[src/rtl/cdb_arbiter_if.sv]
// Bundle of the CDB arbiter handshake and broadcast signals.
// master: functional units and CDB consumers. slave: the arbiter.
interface cdb_arbiter_if #(
  parameter int unsigned NUM_SRC = 2,
  parameter int unsigned DATA_W  = 16,
  parameter int unsigned TAG_W   = 3
);
  localparam int unsigned SRC_W = (NUM_SRC > 1) ? $clog2(NUM_SRC) : 1;

  logic [NUM_SRC-1:0]        src_valid;
  logic [NUM_SRC*DATA_W-1:0] src_data;
  logic [NUM_SRC*TAG_W-1:0]  src_tag;
  logic [NUM_SRC-1:0]        src_ready;
  logic                      writeCDB;
  logic [DATA_W-1:0]         dadoCDB;
  logic [TAG_W-1:0]          RS_Name;
  logic [SRC_W-1:0]          cdb_src;
  logic                      err_tag0;

  modport master (
    output src_valid, src_data, src_tag,
    input  src_ready, writeCDB, dadoCDB, RS_Name, cdb_src, err_tag0
  );

  modport slave (
    input  src_valid, src_data, src_tag,
    output src_ready, writeCDB, dadoCDB, RS_Name, cdb_src, err_tag0
  );
endinterface

[src/rtl/cdb_arbiter.sv]
// Common Data Bus arbiter: per-source result FIFOs, round-robin grant,
// one registered broadcast per cycle to the register bank and RSs.
module cdb_arbiter #(
  parameter int unsigned NUM_SRC    = 2,
  parameter int unsigned DATA_W     = 16,
  parameter int unsigned TAG_W      = 3,
  parameter int unsigned FIFO_DEPTH = 2,
  localparam int unsigned SRC_W     = (NUM_SRC > 1) ? $clog2(NUM_SRC) : 1
) (
  input logic          clock,
  input logic          resetn,
  cdb_arbiter_if.slave bus
);
  localparam int unsigned PTR_W = (FIFO_DEPTH > 1) ? $clog2(FIFO_DEPTH) : 1;
  localparam int unsigned CNT_W = $clog2(FIFO_DEPTH + 1);

  logic [DATA_W-1:0]  data_mem [NUM_SRC][FIFO_DEPTH];
  logic [TAG_W-1:0]   tag_mem  [NUM_SRC][FIFO_DEPTH];
  logic [PTR_W-1:0]   wr_ptr_q [NUM_SRC];
  logic [PTR_W-1:0]   rd_ptr_q [NUM_SRC];
  logic [CNT_W-1:0]   count_q  [NUM_SRC];

  logic [NUM_SRC-1:0] ready;
  logic [NUM_SRC-1:0] push;
  logic [NUM_SRC-1:0] pop;
  logic [NUM_SRC-1:0] tag_zero;
  logic [NUM_SRC-1:0] not_empty;
  logic               any_tag0;

  logic               grant_valid;
  logic [SRC_W-1:0]   grant_idx;
  logic [SRC_W-1:0]   cand_idx;
  logic [SRC_W-1:0]   last_q;
  logic [DATA_W-1:0]  head_data;
  logic [TAG_W-1:0]   head_tag;

  logic               write_q;
  logic [DATA_W-1:0]  dado_q;
  logic [TAG_W-1:0]   name_q;
  logic [SRC_W-1:0]   src_q;
  logic               err_q;

  function automatic logic [PTR_W-1:0] ptr_inc(input logic [PTR_W-1:0] p);
    if (p == PTR_W'(FIFO_DEPTH - 1)) begin
      return '0;
    end
    return p + PTR_W'(1);
  endfunction

  // Per-source handshake; ready depends on occupancy only (no pop bypass).
  always_comb begin
    ready     = '0;
    not_empty = '0;
    tag_zero  = '0;
    push      = '0;
    for (int unsigned i = 0; i < NUM_SRC; i++) begin
      ready[i]     = (count_q[i] < CNT_W'(FIFO_DEPTH)) && resetn;
      not_empty[i] = (count_q[i] != '0);
      tag_zero[i]  = (bus.src_tag[i*TAG_W +: TAG_W] == '0);
      // Tag-0 results complete the handshake but are dropped.
      push[i]      = bus.src_valid[i] && ready[i] && !tag_zero[i];
    end
    any_tag0 = |(bus.src_valid & ready & tag_zero);
  end

  // Round-robin grant: first non-empty FIFO after the last winner.
  always_comb begin
    grant_valid = 1'b0;
    grant_idx   = '0;
    cand_idx    = '0;
    for (int unsigned k = 1; k <= NUM_SRC; k++) begin
      cand_idx = SRC_W'((32'(last_q) + k) % NUM_SRC);
      if (!grant_valid && not_empty[cand_idx]) begin
        grant_valid = 1'b1;
        grant_idx   = cand_idx;
      end
    end
    pop = '0;
    if (grant_valid) begin
      pop[grant_idx] = 1'b1;
    end
    head_data = data_mem[grant_idx][rd_ptr_q[grant_idx]];
    head_tag  = tag_mem[grant_idx][rd_ptr_q[grant_idx]];
  end

  // FIFO pointers and occupancy; reset discards all buffered results.
  always_ff @(posedge clock or negedge resetn) begin
    if (!resetn) begin
      for (int unsigned i = 0; i < NUM_SRC; i++) begin
        wr_ptr_q[i] <= '0;
        rd_ptr_q[i] <= '0;
        count_q[i]  <= '0;
      end
    end else begin
      for (int unsigned i = 0; i < NUM_SRC; i++) begin
        if (push[i]) begin
          wr_ptr_q[i] <= ptr_inc(wr_ptr_q[i]);
        end
        if (pop[i]) begin
          rd_ptr_q[i] <= ptr_inc(rd_ptr_q[i]);
        end
        if (push[i] && !pop[i]) begin
          count_q[i] <= count_q[i] + CNT_W'(1);
        end else if (!push[i] && pop[i]) begin
          count_q[i] <= count_q[i] - CNT_W'(1);
        end
      end
    end
  end

  // FIFO storage; contents are only meaningful below the count, so no reset.
  always_ff @(posedge clock) begin
    for (int unsigned i = 0; i < NUM_SRC; i++) begin
      if (push[i]) begin
        data_mem[i][wr_ptr_q[i]] <= bus.src_data[i*DATA_W +: DATA_W];
        tag_mem[i][wr_ptr_q[i]]  <= bus.src_tag[i*TAG_W +: TAG_W];
      end
    end
  end

  // Registered broadcast, round-robin pointer and sticky tag-0 error.
  always_ff @(posedge clock or negedge resetn) begin
    if (!resetn) begin
      write_q <= 1'b0;
      dado_q  <= '0;
      name_q  <= '0;
      src_q   <= '0;
      last_q  <= SRC_W'(NUM_SRC - 1);
      err_q   <= 1'b0;
    end else begin
      write_q <= grant_valid;
      err_q   <= err_q | any_tag0;
      if (grant_valid) begin
        dado_q <= head_data;
        name_q <= head_tag;
        src_q  <= grant_idx;
        last_q <= grant_idx;
      end else begin
        // Idle bus: tag and source read as zero, data holds.
        name_q <= '0;
        src_q  <= '0;
      end
    end
  end

  assign bus.src_ready = ready;
  assign bus.writeCDB  = write_q;
  assign bus.dadoCDB   = dado_q;
  assign bus.RS_Name   = name_q;
  assign bus.cdb_src   = src_q;
  assign bus.err_tag0  = err_q;
endmodule

[src/flat_wrapper.sv]
// flat-port wrapper written by rule: the top's interface ports become plain ports
module cdb_arbiter_flat 
#(
  parameter int unsigned NUM_SRC    = 2,
  parameter int unsigned DATA_W     = 16,
  parameter int unsigned TAG_W      = 3,
  parameter int unsigned FIFO_DEPTH = 2,
  localparam int unsigned SRC_W     = (NUM_SRC > 1) ? $clog2(NUM_SRC) : 1
)
  (clock, resetn, bus_src_valid, bus_src_data, bus_src_tag, bus_src_ready, bus_writeCDB, bus_dadoCDB, bus_RS_Name, bus_cdb_src, bus_err_tag0);
  cdb_arbiter_if #(.NUM_SRC(NUM_SRC), .DATA_W(DATA_W), .TAG_W(TAG_W)) bus_i ();
  input logic clock;
  input logic resetn;
  input wire logic [$bits(bus_i.src_valid)-1:0] bus_src_valid;
  input wire logic [$bits(bus_i.src_data)-1:0] bus_src_data;
  input wire logic [$bits(bus_i.src_tag)-1:0] bus_src_tag;
  output wire logic [$bits(bus_i.src_ready)-1:0] bus_src_ready;
  output wire logic [$bits(bus_i.writeCDB)-1:0] bus_writeCDB;
  output wire logic [$bits(bus_i.dadoCDB)-1:0] bus_dadoCDB;
  output wire logic [$bits(bus_i.RS_Name)-1:0] bus_RS_Name;
  output wire logic [$bits(bus_i.cdb_src)-1:0] bus_cdb_src;
  output wire logic [$bits(bus_i.err_tag0)-1:0] bus_err_tag0;
  assign bus_i.src_valid = bus_src_valid;
  assign bus_i.src_data = bus_src_data;
  assign bus_i.src_tag = bus_src_tag;
  assign bus_src_ready = bus_i.src_ready;
  assign bus_writeCDB = bus_i.writeCDB;
  assign bus_dadoCDB = bus_i.dadoCDB;
  assign bus_RS_Name = bus_i.RS_Name;
  assign bus_cdb_src = bus_i.cdb_src;
  assign bus_err_tag0 = bus_i.err_tag0;
  cdb_arbiter #(.NUM_SRC(NUM_SRC), .DATA_W(DATA_W), .TAG_W(TAG_W), .FIFO_DEPTH(FIFO_DEPTH)) u_core (.clock(clock), .resetn(resetn), .bus(bus_i));
endmodule
[config.mk]
export PLATFORM = sky130hd
export DESIGN_NAME = cdb_arbiter_flat
export DESIGN_NICKNAME = d
export VERILOG_FILES = /design/src/rtl/cdb_arbiter_if.sv /design/src/rtl/cdb_arbiter.sv /design/src/flat_wrapper.sv
export SDC_FILE = /design/constraint.sdc
export NUM_CORES = 1
export LEC_CHECK = 0
export BUFFER_PORTS_ARGS = -buffer_cell sky130_fd_sc_hd__buf_2
export CAP_MARGIN = 20
export CORE_ASPECT_RATIO = 0.6
export CORE_UTILIZATION = 30
export DETAILED_ROUTE_END_ITERATION = 10
export GPL_TIMING_DRIVEN = 0
export MAX_ROUTING_LAYER = met4
export PLACE_DENSITY = 0.45
export SETUP_SLACK_MARGIN = 0.15
export SLEW_MARGIN = 5
export SYNTH_ARGS = -nofsm -noshare
export SYNTH_HDL_FRONTEND = slang
export SYNTH_SLANG_ARGS = --single-unit
[constraint.sdc]
create_clock -name clock -period 3.3 [get_ports clock]
set_input_delay 0 -clock clock [delete_from_list [all_inputs] [get_ports clock]]
set_output_delay 0 -clock clock [all_outputs]
set_load 0.05 [all_outputs]
==> reports/metrics.csv <==
metric;value;unit
post_cts_buffers;0;
routed_wl;9020;um
hold_violations;0;
outcome;complete, no violations;
setup_ws;0.806;ns
drcViolationCount;0;
cp.arrival;2.45;ns
hpwl;6450;um
final_antenna_net_count;0;
leakage;2.15;nW
design_area;5450;um^2
power_density;907;nW/um^2
crit_chain;dlygate4sd3_1 > buf_2 > nand3b_1 > nor2_1 > and2_1;
period_share;0.756;
slowest_stage;and2_1;
crit_required;3.26;ns
avgSynthCellArea;16.7;um^2
cts-buffers-inserted;9;
critical_path.endpoint_type;register;
place_ws;0.818;ns
path_max_fanout;35;
grt_pass1_wl;14200;um
antenna_found_initial;0;
ios;66;
viasPerCell;4.56;
seqCellArea;3060;um^2
combPwrFrac;0.404;
ys_ff_latch;107;
max_freq;0.401;GHz
initial_core_util;0.315;
cts_tree;built;
grt_overflow;0;
setup_viol;0;
drive_above_1_share;0.259;
nets;414;
die_h;93.1;um
synth_cells;249;
yosysMostFrequentCell;edfxtp_1;
synth_cell_types;28;
whs;0.0535;ns
clockBufferDepth;2;
die_w;154;um
grt_pass1_vias;2503;
port_buffers;65;
grt_max_degree;36;
power_frac_seq;0.389;
place_congestion;0.764;
postPlaceCellArea;4740;um^2
rsz0062_at_grt;false;
cts.sinks;107;
htreeDepth;3;
wl_per_cell;16.6;um
fp-row-count;32;
power_switching;1.90;mW
crit_type;in -> reg;
ir_drop;0.405;mV
p_total;4.94;mW
worstSetupStartpointType;input port;
synth_top_area_share;0.550;
syn_nets;293;
clock_skew;0.00683;ns
async_flop_share;0.290;
path_clk_slew;0.06;ns
critPathMaxStageDelay;0.82;ns
clock_latency;0.34;ns
syn-cell-area;4150;um^2
yosys_warnings;0;
multiInputGateArea;1000;um^2
synthTopCellsByCount;76 x edfxtp_1, 35 x mux2i_1, 30 x dfrtp_1;
clockRootBuffer;clkbuf_16;
nFillCells;1219;
internal_power;3.04;mW
hold_class;in -> reg;
antennaDiodeCount;0;
tightestPinTransition;0.991;ns
final_max_slew_viol_count;0;
core_area;13200;um^2
drt_iter0_drc;112;
synth_top_area_cell;edfxtp_1;
period_needed;2.49;ns
yosysSeqAreaShare;0.738;
relSlewSlack;0.339;
yosys-top-cells-area;edfxtp_1 55%, dfrtp_1 18%, mux2i_1 8.4%;
swShare;0.385;
drt-pass1-iter-count;4;
dieArea;14300;um^2
clockPowerShare;0.207;
ys.flop_type;edfxtp_1;
maxCapViolations;0;
synth_edf_count;76;
vias;2482;
grt_util_all_layers;0.141;
area_delta_synth_final;31.3;%
==> cell usage in the layout (no fill, tap or decap) <==
cell type / count
clkbuf_16: 9
o21a_1: 1
nor2b_1: 5
clkinvlp_4: 1
buf_16: 1
and2_1: 2
a21bo_2: 1
nor3_2: 2
o21ai_1: 1
a221oi_1: 3
a311o_1: 1
xnor2_1: 4
nand2_1: 17
bufinv_16: 1
xor2_1: 6
dfstp_2: 1
clkbuf_1: 8
and3_1: 1
buf_2: 70
dlygate4sd3_1: 40
nand3b_1: 2
o221a_1: 16
nor3_4: 1
edfxtp_1: 76
nor2_1: 4
dfrtp_1: 30
nor3_1: 2
buf_6: 8
nand3_1: 16
or2_1: 1
clkinv_1: 1
ha_1: 2
inv_2: 2
a211oi_1: 3
mux2i_1: 35
==> registers in the layout, summed over array words and instances, names as in the netlist <==
signal	count
u_core.wr_ptr_q	2
u_core.bus.dadoCDB	16
u_core.bus.RS_Name	3
u_core.rd_ptr_q	2
u_core.data_mem	64
u_core.bus.writeCDB	1
u_core.last_q	1
u_core.tag_mem	12
u_core.bus.cdb_src	1
u_core.bus.err_tag0	1
u_core.count_q	4
==> cell families after synthesis <==
logic type / synth area share
mux: 0.0845
simple gates: 0.0643
compound gates: 0.0631
flops: 0.738
buf+inv: 0.0232
xor+xnor: 0.0211
fa+ha+maj: 0.00603
==> critical path, delay by kind of cell <==
kind,cells,cell delay (ns)
buffers and inverters,2,1.14
AND/OR/NAND/NOR,3,1.28
==> repair_timing <==
item                                   in CTS  in global routing
endpoints found under the hold margin     107                  0
gates resized for setup                     0                  0
hold buffers                               40                  0
==> power by group through the flow <==
stage	Clock, mW	Sequential [mW]	Combinational [mW]
global route	1.10	1.95	2.16
CTS	1.05	1.92	2.01
global placement	0	1.95	1.93
floorplan	0	2.37	0.996
finish	1.02	1.92	2.00
detailed placement	0	1.94	1.97
==> per-layer routing <==
metal  GRT usage  part of all wire  vias to the layer above  routed length (um)
met3      0.0380             0.040                        8                 362
met5           -                 0                        -                   0
met1       0.194              0.52                     1224                4700
li1            -                 -                     1193                   -
met4      0.0400            0.0091                        0                  82
met2       0.205              0.43                       57                3880
==> cell type report <==
class | count | area share
Tap cell | 170 | 0.0391
Multi-Input combinational cell | 126 | 0.184
Inverter | 2 | 0.00138
Clock inverter | 3 | 0.00758
Sequential cell | 107 | 0.562
Clock buffer | 12 | 0.0434
Timing Repair Buffer | 110 | 0.147
Buffer | 14 | 0.0163
==> stage by stage <==
step                instances   util  setup TNS, ns
finish                    544  0.413              0
global route              544  0.413              0
CTS                       543  0.411              0
detailed placement        488  0.360              0
global placement          484  0.356         -11.12
floorplan                 249      -              0
==> final timing paths <==
kind	start	end	slack [ns]	cells after the start
max	resetn	u_core.data_mem[0][15]$_DFFE_PP_	0.81	5
min	bus_src_valid[0]	u_core.bus.err_tag0$_DFF_PN0_	0.05	3
max reg2reg	u_core.count_q[3]$_DFFE_PN0P_	u_core.data_mem[0][15]$_DFFE_PP_	1.15	3
min reg2reg	u_core.bus.err_tag0$_DFF_PN0_	u_core.bus.err_tag0$_DFF_PN0_	0.49	1
max in group asynchronous	resetn	u_core.rd_ptr_q[0]$_DFFE_PN0P_	2.51	2
min in group asynchronous	resetn	u_core.bus.err_tag0$_DFF_PN0_	0.27	2
Note: power is estimated with default switching activity, not from simulation.
